**src/rtl/ps2_key_decoder_pkg.sv**
```systemverilog
// Shared definitions for the PS/2 key decoder: Set-2 prefix and shift
// scan codes, the byte-handling FSM state type and the scan-to-ASCII table.
package ps2_pkg;

    localparam logic [7:0] PS2_BRK    = 8'hF0;
    localparam logic [7:0] PS2_EXT    = 8'hE0;
    localparam logic [7:0] PS2_LSHIFT = 8'h12;
    localparam logic [7:0] PS2_RSHIFT = 8'h59;

    typedef enum logic [1:0] {
        ST_IDLE,
        ST_ACK,
        ST_PROC
    } state_t;

    // Extended codes never map; shift turns letters upper-case and the
    // digit row into the US shifted symbols.
    function automatic logic [7:0] scan_to_ascii(input logic [7:0] code,
                                                 input logic       ext,
                                                 input logic       shift);
        logic [7:0] ch;
        ch = 8'h00;
        if (!ext) begin
            case (code)
                8'h1C: ch = "a";  8'h32: ch = "b";  8'h21: ch = "c";
                8'h23: ch = "d";  8'h24: ch = "e";  8'h2B: ch = "f";
                8'h34: ch = "g";  8'h33: ch = "h";  8'h43: ch = "i";
                8'h3B: ch = "j";  8'h42: ch = "k";  8'h4B: ch = "l";
                8'h3A: ch = "m";  8'h31: ch = "n";  8'h44: ch = "o";
                8'h4D: ch = "p";  8'h15: ch = "q";  8'h2D: ch = "r";
                8'h1B: ch = "s";  8'h2C: ch = "t";  8'h3C: ch = "u";
                8'h2A: ch = "v";  8'h1D: ch = "w";  8'h22: ch = "x";
                8'h35: ch = "y";  8'h1A: ch = "z";
                8'h45: ch = "0";  8'h16: ch = "1";  8'h1E: ch = "2";
                8'h26: ch = "3";  8'h25: ch = "4";  8'h2E: ch = "5";
                8'h36: ch = "6";  8'h3D: ch = "7";  8'h3E: ch = "8";
                8'h46: ch = "9";
                8'h29: ch = 8'h20;
                8'h5A: ch = 8'h0D;
                default: ch = 8'h00;
            endcase
            if (shift) begin
                if (ch >= "a" && ch <= "z") begin
                    ch = ch - 8'h20;
                end else begin
                    case (ch)
                        "0": ch = ")";  "1": ch = "!";  "2": ch = "@";
                        "3": ch = "#";  "4": ch = "$";  "5": ch = "%";
                        "6": ch = "^";  "7": ch = "&";  "8": ch = "*";
                        "9": ch = "(";
                        default: ch = ch;
                    endcase
                end
            end
        end
        return ch;
    endfunction

endpackage

```
**src/rtl/ps2_key_decoder_if.sv**
```systemverilog
// Scan-code FIFO handshake between ps2_keyboard (master) and the decoder.
interface ps2_key_decoder_if;
    logic [7:0] kbd_data;
    logic       kbd_ready;
    logic       kbd_overflow;
    logic       kbd_nextdata_n;

    modport master (output kbd_data, kbd_ready, kbd_overflow, input kbd_nextdata_n);
    modport slave  (input kbd_data, kbd_ready, kbd_overflow, output kbd_nextdata_n);
endinterface

```
**src/rtl/ps2_key_decoder_seg7_hex.sv**
```systemverilog
// One hex digit to a 7-segment pattern {dp,g,f,e,d,c,b,a}; dp always off.
module seg7_hex #(
    parameter bit SEG_ACTIVE_LOW = 1'b1
) (
    input  logic [3:0] nibble,
    input  logic       blank,
    output logic [7:0] seg
);
    logic [7:0] pattern;

    // Active-high pattern first, then polarity applied to the whole byte.
    always_comb begin
        pattern = '0;
        if (!blank) begin
            case (nibble)
                4'h0: pattern = 8'h3F;  4'h1: pattern = 8'h06;
                4'h2: pattern = 8'h5B;  4'h3: pattern = 8'h4F;
                4'h4: pattern = 8'h66;  4'h5: pattern = 8'h6D;
                4'h6: pattern = 8'h7D;  4'h7: pattern = 8'h07;
                4'h8: pattern = 8'h7F;  4'h9: pattern = 8'h6F;
                4'hA: pattern = 8'h77;  4'hB: pattern = 8'h7C;
                4'hC: pattern = 8'h39;  4'hD: pattern = 8'h5E;
                4'hE: pattern = 8'h79;  4'hF: pattern = 8'h71;
                default: pattern = '0;
            endcase
        end
        seg = SEG_ACTIVE_LOW ? ~pattern : pattern;
    end
endmodule

```
**src/rtl/ps2_key_decoder.sv**
```systemverilog
// Drains the ps2_keyboard FIFO, decodes Set-2 make/break/E0 sequences,
// tracks the held key and drives six hex digits.
// Optional build macro: PS2_DECODER_SHIFT_EN (shift-aware ASCII).
module ps2_key_decoder
    import ps2_pkg::*;
#(
    parameter int unsigned COUNT_W        = 8,
    parameter bit          SEG_ACTIVE_LOW = 1'b1
) (
    input  logic               clock,
    input  logic               reset,
    ps2_key_decoder_if.slave   kbd,
    output logic               key_valid,
    output logic               key_ext,
    output logic [7:0]         key_code,
    output logic [7:0]         key_ascii,
    output logic [COUNT_W-1:0] press_count,
    output logic               ovf_err,
    output logic [7:0]         seg0,
    output logic [7:0]         seg1,
    output logic [7:0]         seg2,
    output logic [7:0]         seg3,
    output logic [7:0]         seg4,
    output logic [7:0]         seg5
);
    state_t     state, state_nx;
    logic [7:0] byte_r;
    logic       brk, ext;
    logic       same_key;
    logic       shift_held, is_shift;
    logic       key_blank;
    logic [7:0] count_lo;

    // State register.
    always_ff @(posedge clock or posedge reset) begin
        if (reset) state <= ST_IDLE;
        else       state <= state_nx;
    end

    // Next state; pop strobe is a pure decode of ACK so reset lifts it at once.
    always_comb begin
        state_nx            = state;
        kbd.kbd_nextdata_n  = 1'b1;
        case (state)
            ST_IDLE: if (kbd.kbd_ready) state_nx = ST_ACK;
            ST_ACK: begin
                kbd.kbd_nextdata_n = 1'b0;
                state_nx           = ST_PROC;
            end
            ST_PROC: state_nx = ST_IDLE;
            default: state_nx = ST_IDLE;
        endcase
    end

    // Capture the FIFO head when leaving IDLE.
    always_ff @(posedge clock or posedge reset) begin
        if (reset)                              byte_r <= '0;
        else if (state == ST_IDLE && kbd.kbd_ready) byte_r <= kbd.kbd_data;
    end

    // Same code and same prefix as the held key.
    always_comb begin
        same_key = key_valid && (byte_r == key_code) && (ext == key_ext);
    end

`ifdef PS2_DECODER_SHIFT_EN
    always_comb begin
        is_shift = (byte_r == PS2_LSHIFT) || (byte_r == PS2_RSHIFT);
    end

    // Either shift key sets/clears one shared held flag.
    always_ff @(posedge clock or posedge reset) begin
        if (reset)                              shift_held <= 1'b0;
        else if (state == ST_PROC && is_shift)  shift_held <= !brk;
    end
`else
    assign is_shift   = 1'b0;
    assign shift_held = 1'b0;
`endif

    // Byte decode in PROC: prefixes accumulate, anything else consumes them.
    always_ff @(posedge clock or posedge reset) begin
        if (reset) begin
            brk         <= 1'b0;
            ext         <= 1'b0;
            key_valid   <= 1'b0;
            key_ext     <= 1'b0;
            key_code    <= '0;
            key_ascii   <= '0;
            press_count <= '0;
        end else if (state == ST_PROC) begin
            if (byte_r == PS2_EXT) begin
                ext <= 1'b1;
            end else if (byte_r == PS2_BRK) begin
                brk <= 1'b1;
            end else if (is_shift) begin
                brk <= 1'b0;
                ext <= 1'b0;
            end else if (brk) begin
                if (same_key) key_valid <= 1'b0;
                brk <= 1'b0;
                ext <= 1'b0;
            end else begin
                if (!same_key) begin
                    key_code    <= byte_r;
                    key_ext     <= ext;
                    key_valid   <= 1'b1;
                    key_ascii   <= scan_to_ascii(byte_r, ext, shift_held);
                    press_count <= press_count + COUNT_W'(1);
                end
                ext <= 1'b0;
            end
        end
    end

    // Sticky overflow, sampled every cycle.
    always_ff @(posedge clock or posedge reset) begin
        if (reset)                 ovf_err <= 1'b0;
        else if (kbd.kbd_overflow) ovf_err <= 1'b1;
    end

    // Display inputs derived from registered values.
    always_comb begin
        key_blank = !key_valid;
        count_lo  = 8'(press_count);
    end

    seg7_hex #(.SEG_ACTIVE_LOW(SEG_ACTIVE_LOW)) u_seg0 (.nibble(key_code[3:0]),  .blank(key_blank), .seg(seg0));
    seg7_hex #(.SEG_ACTIVE_LOW(SEG_ACTIVE_LOW)) u_seg1 (.nibble(key_code[7:4]),  .blank(key_blank), .seg(seg1));
    seg7_hex #(.SEG_ACTIVE_LOW(SEG_ACTIVE_LOW)) u_seg2 (.nibble(key_ascii[3:0]), .blank(key_blank), .seg(seg2));
    seg7_hex #(.SEG_ACTIVE_LOW(SEG_ACTIVE_LOW)) u_seg3 (.nibble(key_ascii[7:4]), .blank(key_blank), .seg(seg3));
    seg7_hex #(.SEG_ACTIVE_LOW(SEG_ACTIVE_LOW)) u_seg4 (.nibble(count_lo[3:0]),  .blank(1'b0),      .seg(seg4));
    seg7_hex #(.SEG_ACTIVE_LOW(SEG_ACTIVE_LOW)) u_seg5 (.nibble(count_lo[7:4]),  .blank(1'b0),      .seg(seg5));

endmodule

```
**src/flat_wrapper.sv**
```systemverilog
// flat-port wrapper written by rule: the top's interface ports become plain ports
module ps2_key_decoder_flat import ps2_pkg::*;
#(
    parameter int unsigned COUNT_W        = 8,
    parameter bit          SEG_ACTIVE_LOW = 1'b1
)
  (clock, reset, key_valid, key_ext, key_code, key_ascii, press_count, ovf_err, seg0, seg1, seg2, seg3, seg4, seg5, kbd_kbd_data, kbd_kbd_ready, kbd_kbd_overflow, kbd_kbd_nextdata_n);
  ps2_key_decoder_if kbd_i ();
  input  logic clock;
  input  logic reset;
  output logic key_valid;
  output logic key_ext;
  output logic [7:0] key_code;
  output logic [7:0] key_ascii;
  output logic [COUNT_W-1:0] press_count;
  output logic ovf_err;
  output logic [7:0] seg0;
  output logic [7:0] seg1;
  output logic [7:0] seg2;
  output logic [7:0] seg3;
  output logic [7:0] seg4;
  output logic [7:0] seg5;
  input wire logic [$bits(kbd_i.kbd_data)-1:0] kbd_kbd_data;
  input wire logic [$bits(kbd_i.kbd_ready)-1:0] kbd_kbd_ready;
  input wire logic [$bits(kbd_i.kbd_overflow)-1:0] kbd_kbd_overflow;
  output wire logic [$bits(kbd_i.kbd_nextdata_n)-1:0] kbd_kbd_nextdata_n;
  assign kbd_i.kbd_data = kbd_kbd_data;
  assign kbd_i.kbd_ready = kbd_kbd_ready;
  assign kbd_i.kbd_overflow = kbd_kbd_overflow;
  assign kbd_kbd_nextdata_n = kbd_i.kbd_nextdata_n;
  ps2_key_decoder #(.COUNT_W(COUNT_W), .SEG_ACTIVE_LOW(SEG_ACTIVE_LOW)) u_core (.clock(clock), .reset(reset), .kbd(kbd_i), .key_valid(key_valid), .key_ext(key_ext), .key_code(key_code), .key_ascii(key_ascii), .press_count(press_count), .ovf_err(ovf_err), .seg0(seg0), .seg1(seg1), .seg2(seg2), .seg3(seg3), .seg4(seg4), .seg5(seg5));
endmodule
```
**config.mk**
```make
export PLATFORM = sky130hd
export DESIGN_NAME = ps2_key_decoder_flat
export DESIGN_NICKNAME = d
export VERILOG_FILES = /design/src/rtl/ps2_key_decoder_pkg.sv /design/src/rtl/ps2_key_decoder_if.sv /design/src/rtl/ps2_key_decoder_seg7_hex.sv /design/src/rtl/ps2_key_decoder.sv /design/src/flat_wrapper.sv
export SDC_FILE = /design/constraint.sdc
export NUM_CORES = 1
export LEC_CHECK = 0
export ABC_AREA = 1
export BUFFER_PORTS_ARGS = -buffer_cell sky130_fd_sc_hd__clkbuf_2
export CORE_ASPECT_RATIO = 0.5
export CORE_MARGIN = 10
export CORE_UTILIZATION = 39
export DETAILED_ROUTE_END_ITERATION = 8
export PLACE_DENSITY_LB_ADDON = 0.2
export SLEW_MARGIN = 10
export SYNTH_ARGS = -nofsm -noshare
export SYNTH_HDL_FRONTEND = slang
export SYNTH_SLANG_ARGS = --single-unit
```
**constraint.sdc**
```tcl
create_clock -name clock -period 1.85 [get_ports clock]
set_clock_uncertainty 0.1 [all_clocks]
set_input_delay 0.0925 -clock clock [delete_from_list [all_inputs] [get_ports clock]]
set_output_delay 0.0925 -clock clock [all_outputs]
set_load 0.05 [all_outputs]
```
==> reports/metrics.cfg, run 1 <==
[status]
status = finished with violations
violations = negative setup slack

[timing]
min_period_over_period_pct = 108
slew_headroom_pct = 65.2
report.final.slew_viol_count = 0
fmax_mhz = 500
grt_setup_unrepaired = true
finalCriticalPeriod_ns = 2.00
setup_viol = 29
hold_viol_final = 0
worst_slack_ns = -0.152
worst_slew_pin_slew_ns = 0.522

[worst_setup_path]
cp-end-kind = register
max_stage_delay_ns = 0.45
critical_path.slowest_cell = dfrtp_2
path_max_fanout = 5
crit_end = u_core.key_ascii[6]
path_cells = inv_1 > buf_4 > ha_1 > nand2_1 > nand3_1 > nand2_1 > o21ai_0 > inv_1 > nor2_2 > nand2_1 > nand2_1
crit_arrival_ns = 2.13
reg2reg_slack_ns = -0.15
reg2reg_from = u_core.byte_r[1]
timing.rr.end = u_core.key_ascii[6]
cp_common_cell = nand2_1
required_ns = 1.98
critical_path_class = register to register
crit_path_start_kind = register
cp-startpoint = u_core.byte_r[1]
reg2reg_depth = 11

[placement]
gp_congestion = 0.930
dpl_worst_slack_ns = -0.0689
dp_hpwl_um = 9180
portBuffers = 80

[min_path]
hold_class = primary input to register

[routing]
drt_pass1_iterations = 6
dr.first_iter.drc_count = 385
drt-vias-per-instance = 5.09
antenna_left = 0
wl_per_cell_um = 15.5
routed_wl_um = 13200
vias = 4346
drc = 0

[logic_synthesis]
synth_cells = 566
synth-seq-cells = 38
synthArstFlopShare_pct = 100
syn_area_sq_um = 3800
synth_cell_type_count = 39
avgSynthCellArea_sq_um = 6.71
synth_edf_count = 0
yosysWarnings = 0
synth_area_leader_cell = dfrtp_1
seq_area_frac_synth_pct = 25.0
synth_ff_type = dfrtp_1
yosys.area.top_type_share_pct = 25.0
synth_area_leaders = dfrtp_1 25%, nand2_1 16%, ha_1 13%, nand3_1 7.6%, o21ai_0 6.9%

[cts]
numCtsBuffers = 5
cts.path.max_buffers = 2
cts.sinks = 38
root_buffer = clkbuf_16
clk_pin_slew_ns = 0.06
tritoncts = built
htree_num_levels = 2
clkLatencyLatePin_ns = 0.29

[die]
start_util_pct = 40.1
coreArea_sq_um = 9480
die-area_sq_um = 14300
ios = 88
die_h_um = 89.8
rows = 25
die_w_um = 160

[final_layout]
layout.nets = 769
layout-drive-gt1-share_pct = 44.7
diodes = 0
layout_common_cells = 142 x nand2_1, 69 x buf_4, 53 x nand3_1
layout_commonest_cell = nand2_1
area.growth.synth_to_final_pct = 58.9

[grt]
grt_max_degree = 39
grt_pass1_vias = 4063
grt-ovfl-total = 0
grtUsageTotal_pct = 17.0
met1_usage_pct = 23.1
grt_pass1_wl_um = 21000
grt.busiest_layer = met2
antenna_found_initial = 0
grt_util_met2_pct = 27.2
use_met3_pct = 3.55

[job]
maxCapViolCount = 0

area by class of cell:
cell class              instances  area [sq um]
fillers                       800          3450
multi-input cells             431          3020
flip-flops and latches         38           978
clock inverters                 2          12.5
clock buffers                   6           139
repair buffers                172          1430
inverters                      68           282
repair inverters                1          5.00
well taps                     135           169
metrics by stage:
stage / hold slack [ns] / cell area [sq um] / setup TNS (ns) / util, % / instances
3_3_place_gp: 0.126 / 4940 / -0.193 / 52.1 / 812
5_1_grt: 0.192 / 6030 / -5.72 / 63.6 / 853
2_1_floorplan: 0.102 / 4100 / -3.14 / - / 571
4_1_cts: 0.132 / 5630 / -1.83 / 59.4 / 841
3_5_place_dp: 0.133 / 4940 / -0.705 / 52.1 / 812
6_report: 0.121 / 6030 / -2.54 / 63.6 / 853
synthesized netlist by cell type (7+ instances only):
| cell type | count |
|---|---|
| nand2_1 | 158 |
| inv_1 | 65 |
| nand3_1 | 58 |
| o21ai_0 | 52 |
| ha_1 | 40 |
| dfrtp_1 | 38 |
| nor2_1 | 35 |
| a21oi_1 | 16 |
| clkbuf_1 | 15 |
| o211ai_1 | 12 |
| buf_2 | 8 |
| buf_4 | 7 |
routing by layer:
| metal | wire length [um] | up-vias | share of wire, % |
|---|---|---|---|
| met5 | 0 | - | 0 |
| met2 | 6090 | 142 | 46 |
| li1 | - | 2146 | - |
| met4 | 208 | 0 | 1.6 |
| met1 | 6080 | 2039 | 46 |
| met3 | 818 | 19 | 6.2 |
worst max-delay path, delay by kind of cell (launching register included):
family          cells  cell delay (ns)
fa+ha+maj           1             0.17
buf+inv             3             0.34
compound gates      1             0.26
flops               1             0.45
simple gates        6             0.62
kinds of logic after synthesis:
logic type	synth area share, %
AO/OA/AOI/OAI	17.4
XOR/XNOR	1.15
adder cells (fa/ha/maj)	13.2
buffers and inverters	11.9
flip-flops	25.0
other	0.198
AND/OR/NAND/NOR	31.1
registers in the layout, summed over array words and instances (netlist names):
register / cells
u_core.brk: 1
u_core.key_valid: 1
u_core.ext: 1
u_core.state: 2
u_core.ovf_err: 1
u_core.key_ascii: 7
u_core.key_code: 8
u_core.byte_r: 8
u_core.key_ext: 1
u_core.press_count: 8
how the worst min path moves through the flow:
stage | start | cells past startpoint | slack, ns | end
CTS | kbd_kbd_ready | 3 | 0.13 | u_core.state[0]
finish | kbd_kbd_ready | 3 | 0.12 | u_core.state[0]
global placement | reset | 3 | 0.13 | u_core.press_count[7]
detailed placement | reset | 3 | 0.13 | u_core.press_count[7]
global route | kbd_kbd_ready | 3 | 0.19 | u_core.state[0]
floorplan | kbd_kbd_overflow | 1 | 0.10 | u_core.ovf_err
repair_timing:
item	4_1_cts	5_1_grt
setup endpoints to repair	49	60
gates cloned	1	1
endpoints found under the hold margin	47	0
pin swaps	20	26
hold buffers	10	0
buffers inserted	10	14
gates resized for setup	92	108
Power of run 1 is left out: the tool's default activity adds up to more than one toggle a clock period on the data nets, which glitch-free logic cannot reach.
==> inputs of run 2 (changes only) <==
--- a/config.mk
+++ b/config.mk
@@ -7,9 +7,11 @@
 export LEC_CHECK = 0
 export ABC_AREA = 1
 export BUFFER_PORTS_ARGS = -buffer_cell sky130_fd_sc_hd__clkbuf_2
+export CELL_PAD_IN_SITES_DETAIL_PLACEMENT = 2
+export CELL_PAD_IN_SITES_GLOBAL_PLACEMENT = 2
 export CORE_ASPECT_RATIO = 0.5
 export CORE_MARGIN = 10
-export CORE_UTILIZATION = 39
+export CORE_UTILIZATION = 27
 export DETAILED_ROUTE_END_ITERATION = 8
 export PLACE_DENSITY_LB_ADDON = 0.2
 export SLEW_MARGIN = 10
==> run 2 against run 1 <==
Compared with the run above: the run still ends with negative setup slack left; utilization decreased by 17 points; via count increased by 10%; sequential share of layout area decreased by 0.85 points; critical path depth up 2; critical path type unchanged.
==> reports/metrics.cfg, run 2 (same netlist as run 1, synthesis figures left out) <==
[grt]
grt_pass1_vias = 4821  ; +19%
grtUsageTotal_pct = 17.6  ; +0.58 points
grt-ovfl-total = 0  ; unchanged
grt_pass1_wl_um = 28300  ; +35%
antenna_found_initial = 0  ; unchanged
grt_max_degree = 39  ; unchanged

[routing]
routed_wl_um = 21800  ; +65%
dr.first_iter.drc_count = 374  ; -2.9%
vias = 4796  ; +10%
wl_per_cell_um = 23.7  ; +53%
drt-vias-per-instance = 5.22  ; +2.5%
antenna_left = 0  ; unchanged
drc = 0  ; unchanged
drt_pass1_iterations = 5  ; -1

[placement]
post-place-cells = 871  ; +7.3%
gp_congestion = 0.812  ; -13%
portBuffers = 80  ; unchanged
dp_hpwl_um = 12400  ; +35%

[min_path]
worstHoldStart = kbd_kbd_data[3]
hold_class = primary input to register

[pwr]
powerDensity_nw_per_um2 = 2180
cellLeakagePower_nw = 2.98
vdd_drop_max_mv = 0.775
power_w = 0.0139

[final_layout]
n_fill_cell = 1552  ; +94%
layout_commonest_cell = nand2_1
multi_input_area_sq_um = 3160  ; +4.6%
layout-drive-gt1-share_pct = 48.5  ; +3.8 points
reg.largest.list = u_core.byte_r (8), u_core.key_code (8), u_core.press_count (8)
layout_common_cells = 141 x nand2_1, 76 x buf_4, 49 x nand3_1
diodes = 0  ; unchanged
layout.area.seq_sq_um = 980  ; +0.13%
layout.nets = 777  ; +1.0%
area.growth.synth_to_final_pct = 67.9
fin_cells = 918  ; +7.6%

[die]
start_util_pct = 27.8  ; -12 points
coreArea_sq_um = 13700  ; +44%
rows = 30  ; +20%
die_h_um = 104  ; +16%
die-area_sq_um = 19500  ; +36%
die_w_um = 188  ; +18%
ios = 88  ; unchanged

[status]
status = finished with violations
violations = negative setup slack

[cts]
cts.sinks = 38  ; unchanged
clk_pin_slew_ns = 0.07  ; about the same
cts.path.max_buffers = 2  ; unchanged
root_buffer = clkbuf_16
numCtsBuffers = 5  ; unchanged
clkLatencyLatePin_ns = 0.31  ; +0.02 ns
tritoncts = built
htree_num_levels = 2  ; unchanged

[timing]
slew_headroom_pct = 61.7  ; -3.5 points
hold_viol_final = 0  ; unchanged
report.final.slew_viol_count = 0  ; unchanged
worst_slew_pin_slew_ns = 0.574  ; +0.0528 ns
min_period_over_period_pct = 117  ; +8.7 points
grt_setup_unrepaired = true
setup_viol = 38  ; +31%
worst_slack_ns = -0.312  ; -0.161 ns
finalCriticalPeriod_ns = 2.16  ; +0.161 ns
whs_ns = 0.0134  ; -0.107 ns
setup_tns_ns = -6.40  ; -3.86 ns
fmax_mhz = 463  ; -7.4%

[worst_setup_path]
cp.buffers_inverters = 3  ; unchanged
path_max_fanout = 7  ; +2
max_stage_delay_ns = 0.45  ; about the same
required_ns = 2.00  ; +0.02 ns
cp-end-kind = register
crit_arrival_ns = 2.31  ; +0.18 ns
path_cells = inv_4 > o22ai_2 > nor2_1 > and3_4 > nand2_4 > ha_4 > inv_2 > nor2_4 > buf_6 > nand3_4 > nor2_4 > nand2_1 > nand2_1
critical_path.slowest_cell = dfrtp_2
crit_path_start_kind = register
reg2reg_from = u_core.key_code[4]
cp-startpoint = u_core.key_code[4]
critical_path_class = register to register
cpLargestDelayFamily = simple AND/OR/NAND/NOR gates

[job]
maxCapViolCount = 0  ; unchanged

-- run 2: path summary, 6_finish.rpt --
check / to / depth (start not counted) / slack, ns
max: u_core.key_ascii[5] / 13 / -0.31
min: u_core.byte_r[3] / 3 / 0.01
max reg2reg: u_core.key_ascii[5] / 13 / -0.31
min reg2reg: u_core.state[1] / 1 / 0.38
max in group asynchronous: u_core.key_ext / 4 / 0.77
min in group asynchronous: u_core.ovf_err / 4 / 0.44
-- run 2: repair_timing --
item                                    CTS  global route
hold buffers                              7             0
gates cloned                              2             1
pin swaps                                32            28
buffers inserted                         18            17
hold endpoints to repair                 44             0
gates resized for setup                 125           122
endpoints found under the setup margin   58            58
-- run 2: layout make-up --
class                           count  area share, %
Clock buffer                        6           2.18
Clock inverter                      2          0.942
Inverter                           68           4.38
Multi-Input combinational cell    432           49.5
Sequential cell                    38           15.4
Tap cell                          192           3.77
Timing Repair Buffer              179           23.8
Timing Repair inverter              1         0.0785
-- run 2: stage by stage --
| stage | utilization (%) | cell area, sq um | setup slack, ns |
|---|---|---|---|
| 3_3_place_gp | 36.7 | 5010 | -0.0865 |
| 6_report | 46.6 | 6370 | -0.312 |
| 4_1_cts | 43.4 | 5920 | -0.183 |
| 2_1_floorplan | - | 4100 | -0.188 |
| 5_1_grt | 46.6 | 6370 | -0.433 |
| 3_5_place_dp | 36.7 | 5010 | -0.157 |
-- run 2: power breakdown --
group | switching [W] | internal [W] | leakage (nW)
Sequential | 0.000471 | 0.00115 | 0.452
Clock | 0.000429 | 0.000812 | 0.0971
Combinational | 0.00731 | 0.00369 | 2.43
Total | 0.00821 | 0.00565 | 2.98
-- run 2: worst reg2reg max path: cells and delay by family (launching register included) --
| family | cells | cell delay, ns |
|---|---|---|
| AND/OR/NAND/NOR | 8 | 1.01 |
| flip-flops | 1 | 0.45 |
| buffers and inverters | 3 | 0.27 |
| AO/OA/AOI/OAI | 1 | 0.15 |
| adder cells (fa/ha/maj) | 1 | 0.12 |
-- run 2: metal layers --
layer	GRT usage, %	vias to the layer above	part of all wire [%]
li1	-	2159	-
met1	23.2	2492	44
met2	29.3	115	51
met3	3.21	30	3.6
met4	3.46	0	2.0
met5	0	-	0
No activity file was read; power rests on OpenSTA's default activity.
==> inputs of run 3 (changes only) <==
--- a/config.mk
+++ b/config.mk
@@ -13,6 +13,7 @@
 export CORE_MARGIN = 10
 export CORE_UTILIZATION = 27
 export DETAILED_ROUTE_END_ITERATION = 8
+export GPL_TIMING_DRIVEN = 0
 export PLACE_DENSITY_LB_ADDON = 0.2
 export SLEW_MARGIN = 10
 export SYNTH_ARGS = -nofsm -noshare
==> run 3 against run 2 <==
Compared with the run above: the flow still finishes with violations (negative setup slack); critical path depth stayed put; sequential power is 3% higher; via count is 2.2% higher; global-route usage is 0.20 points higher.
==> reports/metrics.cfg, run 3 (same netlist as run 1, synthesis figures left out) <==
[grt]
grt_pass1_vias = 4894  ; +1.5%
use_met3_pct = 2.95  ; -0.27 points
grt_util_met2_pct = 30.7  ; +1.4 points
grtUsageTotal_pct = 17.8  ; +0.20 points
antenna_found_initial = 0  ; unchanged
grt_pass1_wl_um = 28300  ; about the same
grt_max_degree = 26  ; -33%
grt-ovfl-total = 0  ; unchanged
grt.busiest_layer = met2
met1_usage_pct = 22.7  ; -0.53 points

[timing]
worst_slew_pin_slew_ns = 0.620  ; +0.0455 ns
slew_headroom_pct = 58.7  ; -3.0 points
worst_slack_ns = -0.389  ; -0.0770 ns
min_period_over_period_pct = 121  ; +4.2 points
fmax_mhz = 447  ; -3.4%
setup_viol = 57  ; +50%
finalCriticalPeriod_ns = 2.24  ; +0.0770 ns
grt_setup_unrepaired = true
hold_viol_final = 0  ; unchanged
report.final.slew_viol_count = 0  ; unchanged
setup_tns_ns = -10.74  ; -4.34 ns

[cts]
root_buffer = clkbuf_16
numCtsBuffers = 5  ; unchanged
cts.path.max_buffers = 2  ; unchanged
cts.sinks = 38  ; unchanged
tritoncts = built
clkLatencyLatePin_ns = 0.31  ; about the same
clk_pin_slew_ns = 0.07  ; about the same
htree_num_levels = 2  ; unchanged

[die]
ios = 88  ; unchanged
die-area_sq_um = 19500  ; unchanged
coreArea_sq_um = 13700  ; unchanged
die_w_um = 188  ; unchanged
rows = 30  ; unchanged
die_h_um = 104  ; unchanged
start_util_pct = 27.8  ; unchanged

[routing]
routed_wl_um = 23800  ; +9.2%
vias = 4901  ; +2.2%
drt_pass1_iterations = 5  ; unchanged
antenna_left = 0  ; unchanged
drc = 0  ; unchanged
dr.first_iter.drc_count = 285  ; -24%
wl_per_cell_um = 25.6  ; +7.9%
drt-vias-per-instance = 5.28  ; +0.98%

[worst_setup_path]
reg2reg_depth = 13  ; unchanged
required_ns = 1.91  ; -0.09 ns
path_cells = inv_2 > nand2_1 > nand4_1 > a221oi_4 > nand2_2 > ha_4 > inv_4 > nor2_4 > buf_12 > nand2_8 > clkbuf_16 > nand2_1 > o21ai_1
critical_path.slowest_cell = dfrtp_2
cp_common_cell = nand2_1
critical_path_class = register to register
max_stage_delay_ns = 0.43  ; -0.02 ns
crit_path_start_kind = register
crit_arrival_ns = 2.30  ; about the same
cp-end-kind = register
path_max_fanout = 8  ; +1

[pwr]
p_comb_share_pct = 79.8  ; +0.4 points
p_clk_share_pct = 8.7  ; -0.2 points
p_sw_w = 0.00854  ; +4.0%
cellLeakagePower_nw = 3.05  ; +2.4%
power.internal_w = 0.00593  ; +5.0%
seqPwrFrac_pct = 11.5  ; -0.2 points
powerDensity_nw_per_um2 = 2190  ; +0.44%
vdd_drop_max_mv = 0.621  ; -20%
switching_share_pct = 59.0  ; -0.21 points

[final_layout]
reg.largest.list = u_core.byte_r (8), u_core.key_code (8), u_core.press_count (8)
layout_commonest_cell = nand2_1
layout_common_cells = 141 x nand2_1, 64 x buf_4, 48 x nand3_1
layout.nets = 788  ; +1.4%
post-route-cell-area_sq_um = 6620  ; +3.9%
layout-drive-gt1-share_pct = 49.5  ; +1.0 points
n_fill_cell = 1543  ; -0.58%
diodes = 0  ; unchanged
area.growth.synth_to_final_pct = 74.5

[min_path]
hold_depth = 5  ; +2
hold_class = primary input to register

[status]
violations = negative setup slack
status = finished with violations

[placement]
portBuffers = 80  ; unchanged
gp_congestion = 0.864  ; +6.4%
dp_hpwl_um = 12200  ; -1.7%
placed_area_sq_um = 4760  ; -4.9%

[job]
maxCapViolCount = 0  ; unchanged

-- run 3: cell count changes in the layout (fill, tap and decap cells not counted), sizes merged --
cell | before | now
clkinv | 2 | 3
inv | 65 | 62
clkinvlp | 2 | 3
clkbuf | 58 | 72
buf | 120 | 115
dlygate4sd3 | 7 | 10
-- run 3: cell type report --
type / count / area, sq um / share of cell area [%]
Inverter: 68 / 334 / 5.04
Buffer: 29 / 275 / 4.16
Timing Repair Buffer: 162 / 1440 / 21.7
Tap cell: 192 / 240 / 3.63
Multi-Input combinational cell: 432 / 3150 / 47.6
Clock inverter: 2 / 60.1 / 0.907
Sequential cell: 38 / 987 / 14.9
Clock buffer: 6 / 139 / 2.10
-- run 3: path summary, 6_finish.rpt --
kind                                          from                   to  slack (ns)
worst max register to register  u_core.key_code[6]   u_core.key_code[6]       -0.39
min in group asynchronous                    reset  u_core.key_ascii[1]        0.19
max in group asynchronous                    reset       u_core.key_ext        0.97
worst min register to register     u_core.state[1]      u_core.state[1]        0.37
worst min-delay path                 kbd_kbd_ready     u_core.byte_r[0]        0.09
worst max-delay path            u_core.key_code[6]   u_core.key_code[6]       -0.39
-- run 3: timing repair --
item | in CTS | in global routing
resized for setup | 147 | 163
cloned | 0 | 4
setup endpoints to repair | 69 | 64
setup buffers | 42 | 29
hold endpoints to repair | 47 | 0
hold buffers | 10 | 0
pin swaps | 24 | 34
-- run 3: through the flow --
step	hold slack (ns)	power [W]	worst slack [ns]	instances	util, %
final	0.0860	0.0145	-0.389	929	48.5
after global routing	0.173	0.0151	-0.469	929	48.5
after CTS	0.107	0.0120	-0.212	901	42.8
after detailed placement	-0.0410	0.00934	-0.612	844	34.9
after global placement	0.183	0.00914	-0.579	843	34.7
after floorplan	0.102	0.00736	-0.188	571	-
-- run 3: worst max-delay path, delay by kind of cell, from the launching register on --
kind | cells | cell delay, ns
simple gates | 6 | 0.69
buf+inv | 4 | 0.59
flops | 1 | 0.43
fa+ha+maj | 1 | 0.15
compound gates | 2 | 0.11
-- run 3: layer usage --
metal,wire [um],part of all wire (%),vias to the layer above
met1,9870,42,2473
met2,12100,51,194
met4,794,3.3,0
li1,-,-,2182
met5,0,0,-
met3,1040,4.4,52
-- run 3: power by group through the flow --
stage	clock, W	combinational [W]	sequential (W)
floorplan	0	0.00514	0.00222
detailed placement	0	0.00773	0.00161
finish	0.00126	0.0115	0.00167
CTS	0.00122	0.00925	0.00155
global placement	0	0.00756	0.00158
global route	0.00128	0.0121	0.00171
